### config.mk
export PLATFORM = sky130hd
export DESIGN_NAME = coffee_vend_controller
export DESIGN_NICKNAME = d
export VERILOG_FILES = /design/src/rtl/coffee_vend_pkg.sv /design/src/rtl/coffee_vend_controller_step_timer.sv /design/src/rtl/coffee_vend_controller.sv
export SDC_FILE = /design/constraint.sdc
export NUM_CORES = 1
export LEC_CHECK = 0
export BUFFER_PORTS_ARGS = -buffer_cell sky130_fd_sc_hd__buf_2
export CORE_MARGIN = 3
export CORE_UTILIZATION = 28
export CTS_BUF_LIST = sky130_fd_sc_hd__clkbuf_16
export DETAILED_ROUTE_END_ITERATION = 16
export GPL_TIMING_DRIVEN = 0
export SLEW_MARGIN = 0
export SYNTH_ARGS = -nofsm -noshare
export SYNTH_HDL_FRONTEND = slang
export SYNTH_SLANG_ARGS = --single-unit
### constraint.sdc
create_clock -name clock -period 3.9 [get_ports clock]
set_input_delay 0.39 -clock clock [delete_from_list [all_inputs] [get_ports clock]]
set_output_delay 0.39 -clock clock [all_outputs]
set_load 0.05 [all_outputs]
### src/rtl/coffee_vend_pkg.sv
// Shared constants for the coffee vending controller: state encoding,
// ingredient ordering, and the per-recipe price and duration tables.
package coffee_vend_pkg;

  typedef enum logic [1:0] {
    ST_IDLE     = 2'd0,
    ST_DISPENSE = 2'd1,
    ST_DONE     = 2'd2
  } state_e;

  // Valve order; ING_COUNT is the number of valves the tables describe.
  typedef enum int {
    ING_WATER,
    ING_COFFEE,
    ING_SUGAR,
    ING_MILK,
    ING_CHOC,
    ING_COUNT
  } ing_e;

  localparam int N_TBL_RECIPES = 4;

  // Prices in units of 100: espresso, americano, latte, mocha.
  localparam int PRICE [N_TBL_RECIPES] = '{5, 6, 8, 9};

  // Seconds per valve, in order water/coffee/sugar/milk/chocolate.
  localparam int DUR [N_TBL_RECIPES][ING_COUNT] = '{
    '{1, 2, 0, 0, 0},
    '{3, 1, 1, 0, 0},
    '{1, 1, 1, 2, 0},
    '{1, 1, 1, 1, 2}
  };

endpackage

### src/rtl/coffee_vend_controller_step_timer.sv
// Per-step down-counter. Loading a duration of d seconds makes done assert
// on the d*TICKS_PER_SEC-th cycle after the load; a zero duration gives a
// single-cycle step.
module step_timer #(
  parameter int STEP_W        = 2,
  parameter int TICKS_PER_SEC = 50_000_000
) (
  input  logic              clock,
  input  logic              reset,
  input  logic              load,
  input  logic [STEP_W-1:0] duration,
  output logic              done
);

  localparam int MAX_TICKS = ((2 ** STEP_W) - 1) * TICKS_PER_SEC;
  localparam int CNT_W     = (MAX_TICKS > 2) ? $clog2(MAX_TICKS) : 1;

  logic [CNT_W-1:0] cnt;
  logic [CNT_W-1:0] load_val;

  // Counter starts at length-1 so terminal count marks the step's last cycle.
  always_comb begin
    load_val = '0;
    if (duration != '0)
      load_val = CNT_W'(duration) * CNT_W'(TICKS_PER_SEC) - CNT_W'(1);
  end

  // Down-count, reloaded at every step entry and parked at zero.
  always_ff @(posedge clock) begin
    if (reset)
      cnt <= '0;
    else if (load)
      cnt <= load_val;
    else if (cnt != '0)
      cnt <= cnt - CNT_W'(1);
  end

  assign done = (cnt == '0);

endmodule

### src/rtl/coffee_vend_controller.sv
// Coffee vending controller: coin credit with saturation/rejection, recipe
// pricing and change, timed ingredient valve sequencing, cancel/refund.
//
//  state    | meaning
//  ---------+---------------------------------------------------------
//  IDLE     | accepting coins, cancel and confirm
//  DISPENSE | stepping through valves of the latched recipe
//  DONE     | one cycle: finished and change_valid pulse
module coffee_vend_controller
  import coffee_vend_pkg::*;
#(
  parameter int N_RECIPES     = 4,
  parameter int N_ING         = 5,
  parameter int CREDIT_W      = 4,
  parameter int MAX_CREDIT    = 10,
  parameter int STEP_W        = 2,
  parameter int TICKS_PER_SEC = 50_000_000
) (
  input  logic                         clock,
  input  logic                         reset,
  input  logic                         coin_100,
  input  logic                         coin_500,
  input  logic [$clog2(N_RECIPES)-1:0] sel,
  input  logic                         confirm,
  input  logic                         cancel,
  output logic [CREDIT_W-1:0]          credit,
  output logic [CREDIT_W-1:0]          change,
  output logic                         change_valid,
  output logic [N_ING-1:0]             ingredient,
  output logic                         busy,
  output logic                         finished,
  output logic                         coin_reject,
  output logic                         insufficient
);

  localparam int SEL_W = $clog2(N_RECIPES);
  localparam int IDX_W = $clog2(N_ING);
  localparam int AW    = CREDIT_W + 3;

  localparam logic [1:0] IDLE     = ST_IDLE;
  localparam logic [1:0] DISPENSE = ST_DISPENSE;
  localparam logic [1:0] DONE     = ST_DONE;

  if (MAX_CREDIT >= 2 ** CREDIT_W) begin : g_bad_max_credit
    $fatal(1, "MAX_CREDIT does not fit in CREDIT_W bits");
  end
  if (N_ING != ING_COUNT) begin : g_bad_n_ing
    $fatal(1, "N_ING must match the duration table");
  end
  if (N_RECIPES > N_TBL_RECIPES) begin : g_bad_n_recipes
    $fatal(1, "N_RECIPES exceeds the recipe tables");
  end
  for (genvar r = 0; r < N_RECIPES; r++) begin : g_price_chk
    if (PRICE[r] > MAX_CREDIT) begin : g_bad_price
      $fatal(1, "recipe price above MAX_CREDIT");
    end
  end

  logic [1:0]        state;
  logic [SEL_W-1:0]  sel_q;
  logic [IDX_W-1:0]  step;

  logic [AW-1:0]     credit_ext, inc, coin_sum, price_ext;
  logic              coin_any, vend_ok, last_step, timer_done, timer_load;
  logic [SEL_W-1:0]  nxt_sel;
  logic [IDX_W-1:0]  nxt_idx;
  logic [STEP_W-1:0] nxt_dur;
  logic [N_ING-1:0]  nxt_valve;

  // Credit arithmetic in a widened domain, plus the duration/valve of the
  // step about to be entered (first step from IDLE, next step otherwise).
  always_comb begin
    credit_ext = AW'(credit);
    inc        = AW'(coin_100) + (coin_500 ? AW'(5) : '0);
    coin_sum   = credit_ext + inc;
    price_ext  = AW'(PRICE[sel]);
    coin_any   = coin_100 | coin_500;
    vend_ok    = (state == IDLE) && !cancel && confirm && (credit_ext >= price_ext);
    last_step  = (step == IDX_W'(N_ING - 1));
    nxt_sel    = sel_q;
    nxt_idx    = step + 1'b1;
    if (state == IDLE) begin
      nxt_sel = sel;
      nxt_idx = IDX_W'(ING_WATER);
    end
    nxt_dur    = STEP_W'(DUR[nxt_sel][nxt_idx]);
    nxt_valve  = (nxt_dur != '0) ? (N_ING'(1) << nxt_idx) : '0;
    timer_load = vend_ok || ((state == DISPENSE) && timer_done && !last_step);
  end

  step_timer #(
    .STEP_W        (STEP_W),
    .TICKS_PER_SEC (TICKS_PER_SEC)
  ) u_step_timer (
    .clock    (clock),
    .reset    (reset),
    .load     (timer_load),
    .duration (nxt_dur),
    .done     (timer_done)
  );

  // Main FSM; every output is a register, pulses default low each cycle.
  always_ff @(posedge clock) begin
    if (reset) begin
      state        <= IDLE;
      sel_q        <= '0;
      step         <= '0;
      credit       <= '0;
      change       <= '0;
      change_valid <= 1'b0;
      ingredient   <= '0;
      busy         <= 1'b0;
      finished     <= 1'b0;
      coin_reject  <= 1'b0;
      insufficient <= 1'b0;
    end else begin
      change_valid <= 1'b0;
      finished     <= 1'b0;
      coin_reject  <= 1'b0;
      insufficient <= 1'b0;
      case (state)
        IDLE: begin
          if (cancel) begin
            change       <= credit;
            credit       <= '0;
            change_valid <= 1'b1;
            coin_reject  <= coin_any;
          end else if (confirm) begin
            coin_reject <= coin_any;
            if (vend_ok) begin
              sel_q      <= sel;
              step       <= '0;
              change     <= CREDIT_W'(credit_ext - price_ext);
              credit     <= '0;
              busy       <= 1'b1;
              ingredient <= nxt_valve;
              state      <= DISPENSE;
            end else begin
              insufficient <= 1'b1;
            end
          end else if (coin_any) begin
            if (coin_sum <= AW'(MAX_CREDIT))
              credit <= CREDIT_W'(coin_sum);
            else
              coin_reject <= 1'b1;
          end
        end
        DISPENSE: begin
          coin_reject <= coin_any;
          if (timer_done) begin
            if (last_step) begin
              ingredient   <= '0;
              finished     <= 1'b1;
              change_valid <= 1'b1;
              state        <= DONE;
            end else begin
              step       <= nxt_idx;
              ingredient <= nxt_valve;
            end
          end
        end
        DONE: begin
          coin_reject <= coin_any;
          busy        <= 1'b0;
          state       <= IDLE;
        end
        default: begin
          busy       <= 1'b0;
          ingredient <= '0;
          state      <= IDLE;
        end
      endcase
    end
  end

endmodule

==> Yosys cells after proc, flatten, opt, wreduce, memory -nomap -nowiden <==
Cells that the tools add are included.
{ "op_classes": {"addsub": 6, "mul": 1, "magnitude_cmp": 5, "eq_ne": 10, "shift": 1, "muxes": 56, "bitwise_logic": 9, "reduce_logical": 28} }
{ "ops": {"columns": ["op", "count"], "rows": [
  ["binary-select mux 160 bit (select 2 bit)", 1],
  ["2-to-1 mux 160 bit", 2],
  ["binary-select mux 32 bit (select 3 bit)", 1],
  ["2-to-1 mux 28 bit", 3],
  ["binary-select mux 32 bit (select 2 bit)", 1],
  ["subtractor 28 x 1 -> 28 bit, second input constant", 2],
  ["2-to-1 mux 4 bit", 8],
  ["2-to-1 mux 5 bit", 6],
  ["zero test 28 bit", 1],
  ["nonzero test 28 bit", 1],
  ["multiplier 2 x 19 -> 21 bit, second input constant", 1],
  ["2-to-1 mux 3 bit", 7],
  ["2-to-1 mux 2 bit", 8],
  ["case mux 5 bit (3 select lines)", 1],
  ["2-to-1 mux 7 bit", 2],
  ["inequality test 2 bit, second input constant", 6],
  ["AND reduction 4 bit", 3],
  ["2-to-1 mux 1 bit", 11],
  ["AND reduction 5 bit", 2],
  ["nonzero test 2 bit", 5],
  [">= comparator 4 x 7 -> 1 bit", 1],
  [">= comparator 3 bit, second input constant", 2],
  ["NOT 2 -> 3 bit", 2],
  ["case mux 1 bit (2 select lines)", 3],
  ["25 further kinds", 36]
]} }
{ "totals": {"reg_bits": 53, "in_bits": 8, "word_cells": 128} }

==> Depth between registers and ports, before layout <==
Gate-level depths: netlist (run 1).
{ "logic_depth": {"word_depth": 15, "mapped_depth": 15, "ltp_nobuf": 13} }

==> By module <==
Synthesis (run 1) repeated with hierarchy kept, for this count alone.
{ "unflattened": {"cells_unflattened": 367, "hier_area_um2": 3248.1} }
{ "modules_own_cells": {"columns": ["module", "instances", "cells_per_inst", "area_each_um2", "seq_area_each_um2"], "rows": [
  ["step_timer", 1, 183, 1627.8, 560.5],
  ["coffee_vend_controller", 1, 184, 1620.3, 500.5]
]} }

==> Worst setup path before layout (run 1) <==
No wires, ideal clock.
{ "synth_path": {"path_kind": "reg2reg", "from": "register credit[1]", "to": "register u_step_timer.cnt[16]", "setup_time_ns": 0.086, "arrival_ns": 2.920, "required_time_ns": 3.814, "path_slack_ns": 0.894, "stages_incl_launch_ff": 12, "n_path_buf": 2, "synth_period_minus_slack_ns": 3.006, "cell_sequence": "dfxtp_1 > ha_1 > nor2b_1 > o21ai_0 > nand2b_1 > fa_1 > a41oi_1 > or3_1 > clkbuf_1 > clkbuf_1 > a21oi_1 > a211oi_1"} }
{ "synth_between": {"elab_chain_len": 4} }
{ "synth_rtl": {"columns": ["item", "line_no", "rtl"], "rows": [
  ["start: declaration", "coffee_vend_controller.sv:26", "output logic [CREDIT_W-1:0] credit,"],
  ["start signal: assignment", "coffee_vend_controller.sv:143", "credit <= CREDIT_W'(coin_sum);"],
  [">= comparator 4 x 7 -> 1 bit (*)", "coffee_vend_controller.sv:78", "vend_ok = (state == IDLE) && !cancel && confirm && (credit_ext >= price_ext);"],
  ["logical AND 1 bit (*)", "coffee_vend_controller.sv:78", null],
  ["logical OR 1 bit (*)", "coffee_vend_controller.sv:88", "timer_load = vend_ok || ((state == DISPENSE) && timer_done && !last_step);"],
  ["2-to-1 mux 28 bit / nonzero test 2 bit (equally long branches)", null, null],
  ["end signal: assignment", "coffee_vend_controller_step_timer.sv:33", "cnt <= load_val;"],
  ["end signal: assignment", "coffee_vend_controller_step_timer.sv:35", "cnt <= cnt - CNT_W'(1);"],
  ["end: declaration", "coffee_vend_controller_step_timer.sv:18", "logic [CNT_W-1:0] cnt;"]
]} }
Every way passes the cells marked *; elsewhere a longest branch is shown, timed or not.
A chain may end at the register's enable or synchronous reset.

==> Worst setup path after layout (run 1) <==
{ "layout_path": {"from": "input port sel[1]", "to": "register u_step_timer.cnt[24]"} }
{ "layout_between": {"elab_chain_len": 12} }
{ "layout_rtl": {"columns": ["item", "line_no", "rtl"], "rows": [
  ["start: declaration", "coffee_vend_controller.sv:23", "input logic [$clog2(N_RECIPES)-1:0] sel,"],
  ["2-to-1 mux 2 bit", "coffee_vend_controller.sv:82", "if (state == IDLE) begin"],
  ["NOT 2 -> 3 bit (implied by the code)", "coffee_vend_controller.sv:86", "nxt_dur = STEP_W'(DUR[nxt_sel][nxt_idx]);"],
  ["binary-select mux 160 bit (select 2 bit)", "coffee_vend_controller.sv:86", null],
  ["2-to-1 mux 160 bit (implied by the code) (2 in a row)", "coffee_vend_controller.sv:86", null],
  ["binary-select mux 32 bit (select 3 bit)", "coffee_vend_controller.sv:86", null],
  ["2-to-1 mux 2 bit (implied by the code) (2 in a row)", "coffee_vend_controller.sv:86", null],
  ["multiplier 2 x 19 -> 21 bit", "coffee_vend_controller_step_timer.sv:25", "load_val = CNT_W'(duration) * CNT_W'(TICKS_PER_SEC) - CNT_W'(1);"],
  ["subtractor 28 x 1 -> 28 bit", "coffee_vend_controller_step_timer.sv:25", null],
  ["2-to-1 mux 28 bit", "coffee_vend_controller_step_timer.sv:24", "if (duration != '0)"],
  ["2-to-1 mux 28 bit", "coffee_vend_controller_step_timer.sv:32", "else if (load)"]
]} }
Several ways; a longest one is shown, not always the timed one. The select of a mux whose other input is x is not followed.

==> results of run 1 <==
layer usage:
metal / wire length, um / part of all wire
met5: 0 / 0
met3: 366 / 0.043
met2: 3861 / 0.45
met4: 134 / 0.016
met1: 4142 / 0.49
what timing repair did:
action	4_1_cts	5_1_grt
endpoints found under the hold margin	0	0
endpoints found under the setup margin	0	2
resized for setup	0	2
state kept, by name, summed over array words and instances (netlist names):
name              cells
busy                  1
change                4
change_valid          1
coin_reject           1
credit                4
finished              1
ingredient            5
insufficient          1
sel_q                 2
state                 2
step                  3
u_step_timer.cnt     28
report_power, final:
part / switching [mW] / internal, mW
logic: 0.850 / 0.555
registers: 0.153 / 0.679
clock network: 0.217 / 0.371
total: 1.22 / 1.60
kinds of logic (layout without fill, tap and decap cells):
family,after synthesis,count (layout),share of synthesized area
simple gates,134,134,0.2289
compound gates,103,103,0.2160
flops,53,53,0.3208
buf+inv,35,67,0.04578
fa+ha+maj,22,22,0.08929
xor+xnor,19,19,0.05032
mux,15,15,0.04881
worst register-to-register path: cells and delay by family (launching register included):
kind	cells	cell delay [ps]
and+or+nand+nor	1	190
DFF	1	340
buffers and inverters	4	790
adders and majority gates	3	1000
AOI/OAI and AO/OA	4	720
worst paths after layout:
| check | endpoint | depth (start not counted) |
|---|---|---|
| hold / removal | sel_q[0] | 3 |
| setup / recovery | u_step_timer.cnt[24] | 15 |
| hold reg to reg | sel_q[0] | 2 |
| setup reg to reg | u_step_timer.cnt[3] | 12 |
cell usage in the layout, fill, tap and decap left out, types with 5 or more instances in the layout:
cell	n
nor4_1	10
or4_1	6
ha_1	18
a211oi_1	13
a21oi_1	31
xor2_1	9
o21ai_0	14
nand2_1	21
nand2b_1	6
nor3_1	14
inv_1	14
mux2_2	5
clkbuf_16	5
o211ai_1	6
clkbuf_1	13
nor2_1	31
a31oi_1	5
buf_2	28
mux2i_1	9
nand3_1	13
dfxtp_1	53
nand4_1	7
xnor2_1	10
or3_1	5
cell type report:
| type | instances | area, um^2 |
|---|---|---|
| flip-flops and latches | 53 | 1061 |
| repair buffers | 24 | 120.1 |
| plain buffers | 21 | 100.1 |
| multi-input cells | 293 | 2095 |
| clock buffers | 5 | 125.1 |
| fillers | 1173 | 7666 |
| well taps | 143 | 178.9 |
| clock inverters | 3 | 68.82 |
| inverters | 14 | 52.55 |
==> results.md, run 1 <==
* Status: complete, no violations
* LEAKAGE at 1.483 nW
* R2R Path Start: step[0]
* Min-delay worst type: input port to flip-flop
* Met3 Use GR at 0.01638
* Final wirelength at 8505 um
* CP peak stage delay at 350 ps
* Final HPWL DP at 6197 um
* FP Rows at 39
* Drt wl/cell at 15.30 um
* Pin count of the biggest net entering global routing at 18
* Avg Synthesized Cell Area at 8.680 um^2
* Grt met1 use at 0.1891
* Final Instance Area at 0.003801 mm^2
* Count of flip-flops with a built-in enable after synthesis at 0
* Layout cell share with drive strength beyond 1 at 0.1550
* Cell Area, Synth at 0.003307 mm^2
* Sum Neg Setup Slack at 0 ps
* Vias per cell at 5.417
* GRT Max-Usage Layer: met2
* Die W at 114.7 um
* Routability cong. at 0.8045
* Crit path buffers/inverters at 5
* Clock Skew at 10.69 ps
* Post-synthesis sequential area ratio at 0.3208
* Crit path max-delay family: compound AO/OA/AOI/OAI gates
* RSZ-0062 raised after global routing: no
* DR pass1 iterations at 4
* Placed Cells at 548
* Max-slew headroom at 0.4578
* Critical path, cell by cell: buf_2 > inv_1 > ha_1 > inv_1 > ha_1 > nor2b_1 > o21ai_0 > nand2b_1 > fa_1 > a41oi_1 > or3_1 > clkbuf_1 > clkbuf_2 > a21oi_1 > a211oi_1
* Crit. End Element: flip-flop
* Syn Inst Count at 381
* Setup ws final at 592.1 ps
* # IOs at 26
* Largest area contributor in the synthesized netlist: dfxtp_1
* First-iteration detailed-routing DRC count at 247
* Met2 Track Usage GR at 0.2064
* Core ar. at 0.01147 mm^2
* Count leader, synth: dfxtp_1
* Syn. warnings at 0
* Total Power at 2.824 mW
* Final worst-path cycle share at 0.8482
* CP Max Fanout at 10
* Slowest CP cell: fa_1
* Fin util at 0.3315
* Worst setup SP type: input port
* Clock Tree Root: clkbuf_16
* Power per Cell Area at 743.0 mW/mm^2
* Synth top cells by count: dfxtp_1 (53), a21oi_1 (31), nor2_1 (31)
* Clock slew seen by the registers of the worst setup and hold paths at 80 ps
* Initial core utilization at 0.2884
* Pre-CTS setup slack at 32.99 ps
* DRC violations left at 0
* Largest cells by area after synthesis: dfxtp_1 (32%), ha_1 (6.8%), a21oi_1 (4.7%)
* Fmax at 302.3 MHz
* Crit path kind: input port to flip-flop
* Syn nets at 410
* Area of the die at 0.01315 mm^2
* Post-synth top area share at 0.3208
* Skew-Pair Late Insertion Delay at 300 ps
* Vias in the first global route at 2857
* Worst hold path startpoint: sel[0]
* First-pass GRT wire length at 14280 um
* Via Count at 3012
* Final hold violations at 0
* Post-route ant nets at 0
* Global Route Usage Sum at 0.1327
* Total CTS buffers at 5
* Cell variety after synth at 65
* CTS tree: yes
* Area Overhead vs Synth at 14.95%
* Post-CTS Hold Buffers at 0
* H-Tree Depth at 2
* Final Non-Filler Cells at 556
* Final nets at 441
* Clock sinks at 53
* Synth Flop Type: dfxtp_1
* Reg2reg setup slack at 730 ps
* Tightest Pin Transition at 806.1 ps
* Max Root-Sink Buffers at 2
* Max_cap viols at 0
* Final setup fails at 0
* Crit. Startpoint: sel[1]
* Post-synth ARST share at 0
* Gr ovfl total at 0
* Port bufs at 24
* WHS at 391.1 ps
* Vert. Die Dim at 114.7 um
* Max Slew Vio Count at 0
* FF+latch count, synth at 53
* Final worst path period need at 3308 ps
* Antenna violations before repair at 0
* ANT cells at 0
* CP required at 4110 ps
* Worst path arrival time at 3520 ps
* Peak supply drop at 313.9 uV
* DP Area at 0.003606 mm^2
* Post-CTS setup buffers at 0
Power figures use the tool's default switching activity.
==> run 2, diff against run 1 <==
- clock period: 3.9 -> 2.7 ns (I/O delays scaled with it)
==> run 2 against run 1 <==
Net effect: sequential share of layout area decreased by 1.9 points; wire length is 7.7% higher; cell area is 8.0% higher; register-to-register slack worse by 690 ps; worst hold slack got worse by 120 ps; non-clock buffer count is 14 higher; sequential power is 47% higher; combinational power grew 62%; critical path type unchanged; critical endpoint is now ingredient[4]; largest cell class unchanged; highest routed layer unchanged.
==> results.md, run 2 (synthesized netlist as in run 1, its figures left out) <==
* Area of the die at 0.01315 mm^2 (unchanged)
* Power per Cell Area at 1008 mW/mm^2 (was 743.0 mW/mm^2)
* RSZ-0062 raised after global routing: yes (was no)
* Max Root-Sink Buffers at 2 (unchanged)
* Worst path arrival time at 2860 ps (was 3520 ps)
* Initial core utilization at 0.2884 (unchanged)
* Fmax at 374.6 MHz
* Min-delay worst type: input port to flip-flop (unchanged)
* Final wirelength at 9161 um (was 8505 um)
* Vias in the first global route at 2953 (was 2857)
* Hold path depth at 3 (unchanged)
* ANT cells at 0 (unchanged)
* Clock Tree Root: clkbuf_16 (unchanged)
* Final worst path period need at 2670 ps
* LEAKAGE at 1.587 nW (was 1.483 nW)
* Final hold violations at 0 (unchanged)
* Worst setup SP type: input port (unchanged)
* # IOs at 26 (unchanged)
* First-iteration detailed-routing DRC count at 157 (was 247)
* Tightest Pin Transition at 784.5 ps (was 806.1 ps)
* FP Rows at 39 (unchanged)
* CP Max Fanout at 6 (was 10)
* Area occupied by multi-input gates at 0.002296 mm^2 (was 0.002095 mm^2)
* WHS at 274.8 ps (was 391.1 ps)
* Antenna violations before repair at 0 (unchanged)
* Core ar. at 0.01147 mm^2 (unchanged)
* Vias per cell at 5.426 (was 5.417)
* Global Route Usage Sum at 0.1372 (was 0.1327)
* Largest regs: u_step_timer.cnt (28), ingredient (5) (unchanged)
* Final HPWL DP at 6359 um (was 6197 um)
* Total CTS buffers at 5 (unchanged)
* Worst hold path startpoint: sel[0] (unchanged)
* Drt wl/cell at 16.07 um (was 15.30 um)
* Final nets at 455 (was 441)
* Fillers at 1164 (was 1173)
* Slowest CP cell: or3_4 (was fa_1)
* Crit. End Element: flip-flop (unchanged)
* CP required at 2890 ps (was 4110 ps)
* Area Overhead vs Synth at 24.18% (was 14.95%)
* Post-route ant nets at 0 (unchanged)
* DRC violations left at 0 (unchanged)
* R2r endpoint: u_step_timer.cnt[1] (was u_step_timer.cnt[3])
* R2R Path Start: u_step_timer.cnt[1] (was step[0])
* First-pass GRT wire length at 14810 um (was 14280 um)
* Reg2reg setup slack at 40 ps (was 730 ps)
* Skew-Pair Late Insertion Delay at 290 ps (was 300 ps)
* H-Tree Depth at 2 (unchanged)
* Most common cell after layout, fill and taps aside: dfxtp_1 (unchanged)
* Critical path, cell by cell: buf_4 > inv_4 > ha_4 > inv_1 > ha_4 > nor2b_1 > o21ai_1 > nand2b_1 > fa_2 > a41oi_4 > or3_4 > a221o_1 > buf_6 > mux2_4 (was buf_2 > inv_1 > ha_1 > inv_1 > ha_1 > nor2b_1 > o21ai_0 > nand2b_1 > fa_1 > a41oi_1 > or3_1 > clkbuf_1 > clkbuf_2 > a21oi_1 > a211oi_1)
* Port bufs at 24 (unchanged)
* Peak supply drop at 446.7 uV (was 313.9 uV)
* Via Count at 3093 (was 3012)
* Register Area at 0.001069 mm^2 (was 0.001061 mm^2)
* Clock Skew at 8.669 ps (was 10.69 ps)
* Most used cell, CP: ha_4
* Max Slew Vio Count at 0 (unchanged)
* Status: complete, no violations (unchanged)
* Hold Crit Endpoint: sel_q[0] (unchanged)
* Die W at 114.7 um (unchanged)
* Fin util at 0.3581 (was 0.3315)
* Most frequent cells in the layout: dfxtp_1 (49), a21oi_1 (30), nor2_1 (27), buf_2 (24), nand2_1 (21) (was dfxtp_1 (53), nor2_1 (31), a21oi_1 (31), buf_2 (28), nand2_1 (21))
* Final worst-path cycle share at 0.9887
* Layout cell share with drive strength beyond 1 at 0.2670 (was 0.1550)
* Max_cap viols at 0 (unchanged)
* Clock sinks at 53 (unchanged)
* Sum Neg Setup Slack at 0 ps (unchanged)
* Clock slew seen by the registers of the worst setup and hold paths at 80 ps (about the same)
* Post-CTS Hold Buffers at 0 (unchanged)
* CTS tree: yes (unchanged)
* Register-to-Register Path Depth at 7 (was 12)
* Pin count of the biggest net entering global routing at 17 (was 18)
* Gr ovfl total at 0 (unchanged)
* Crit path kind: input port to flip-flop (unchanged)
* DR pass1 iterations at 5 (was 4)
* CP peak stage delay at 430 ps (was 350 ps)
* Max-slew headroom at 0.4635 (was 0.4578)
* Max FFs per register at 28 (unchanged)
* Routability cong. at 0.8373 (was 0.8045)
* Final setup fails at 0 (unchanged)
* Register with the most flip-flops: u_step_timer.cnt (unchanged)
* Vert. Die Dim at 114.7 um (unchanged)
[run 2: cell count changes in the layout (fill, tap and decap cells not counted), sizes merged]
cell / before / now
clkbuf: 19 / 17
clkinv: 0 / 1
inv: 15 / 16
buf: 31 / 47
bufinv: 2 / 0
[run 2: cell type report]
| class | instances | area share |
|---|---|---|
| clock buffer | 5 | 0.03047 |
| inverter | 14 | 0.01341 |
| timing repair buffer | 40 | 0.05911 |
| buffer | 19 | 0.02986 |
| multi-input combinational | 293 | 0.5591 |
| clock inverter | 3 | 0.004266 |
| sequential | 53 | 0.2602 |
| tap | 143 | 0.04357 |
[run 2: where the power goes]
part / total, mW / internal (mW) / leakage [nW] / switching [mW]
clock: 0.651 / 0.343 / 0.0754 / 0.307
sequential: 1.22 / 0.983 / 0.434 / 0.233
combinational: 2.27 / 0.927 / 1.08 / 1.35
[run 2: critical path: cells and delay by family]
family / cells / cell delay, ps
AND/OR/NAND/NOR: 3 / 720
multiplexers: 1 / 280
buffers and inverters: 4 / 430
AO/OA/AOI/OAI: 3 / 500
adder cells (fa/ha/maj): 3 / 640
[run 2: worst max path at each step]
stage                       from                    to  slack [ps]  cells past startpoint
after floorplan           sel[1]         ingredient[4]         0.2                     14
after global placement    sel[1]   u_step_timer.cnt[7]        -540                     15
after detailed placement  sel[1]  u_step_timer.cnt[16]        -590                     15
after CTS                 sel[1]  u_step_timer.cnt[13]         -30                     15
after global routing      sel[1]             credit[0]        -120                     15
final                     sel[1]         ingredient[4]          30                     14
[run 2: metal layers]
| metal | vias up | part of all wire | track usage |
|---|---|---|---|
| met5 | - | 0 | 0 |
| met2 | 72 | 0.47 | 0.2220 |
| met4 | 0 | 0.012 | 0.03167 |
| met3 | 8 | 0.037 | 0.01638 |
| li1 | 1514 | - | - |
| met1 | 1499 | 0.48 | 0.1946 |
[run 2: per-stage QoR]
step | instances | power (mW) | instance area [um^2] | setup slack (ps)
after floorplan | 381 | 2.798 | 3324 | 0.1614
after global placement | 548 | 3.165 | 3623 | -539.8
after detailed placement | 548 | 3.216 | 3623 | -586.0
after CTS | 561 | 4.023 | 3920 | -29.59
after global routing | 570 | 4.433 | 4106 | -117.6
final | 570 | 4.141 | 4106 | 30.38
[run 2: repair_timing]
item,in CTS,in global routing
pin swaps,6,9
resized for setup,28,32
endpoints found under the setup margin,43,41
cloned,1,0
buffers inserted,6,9
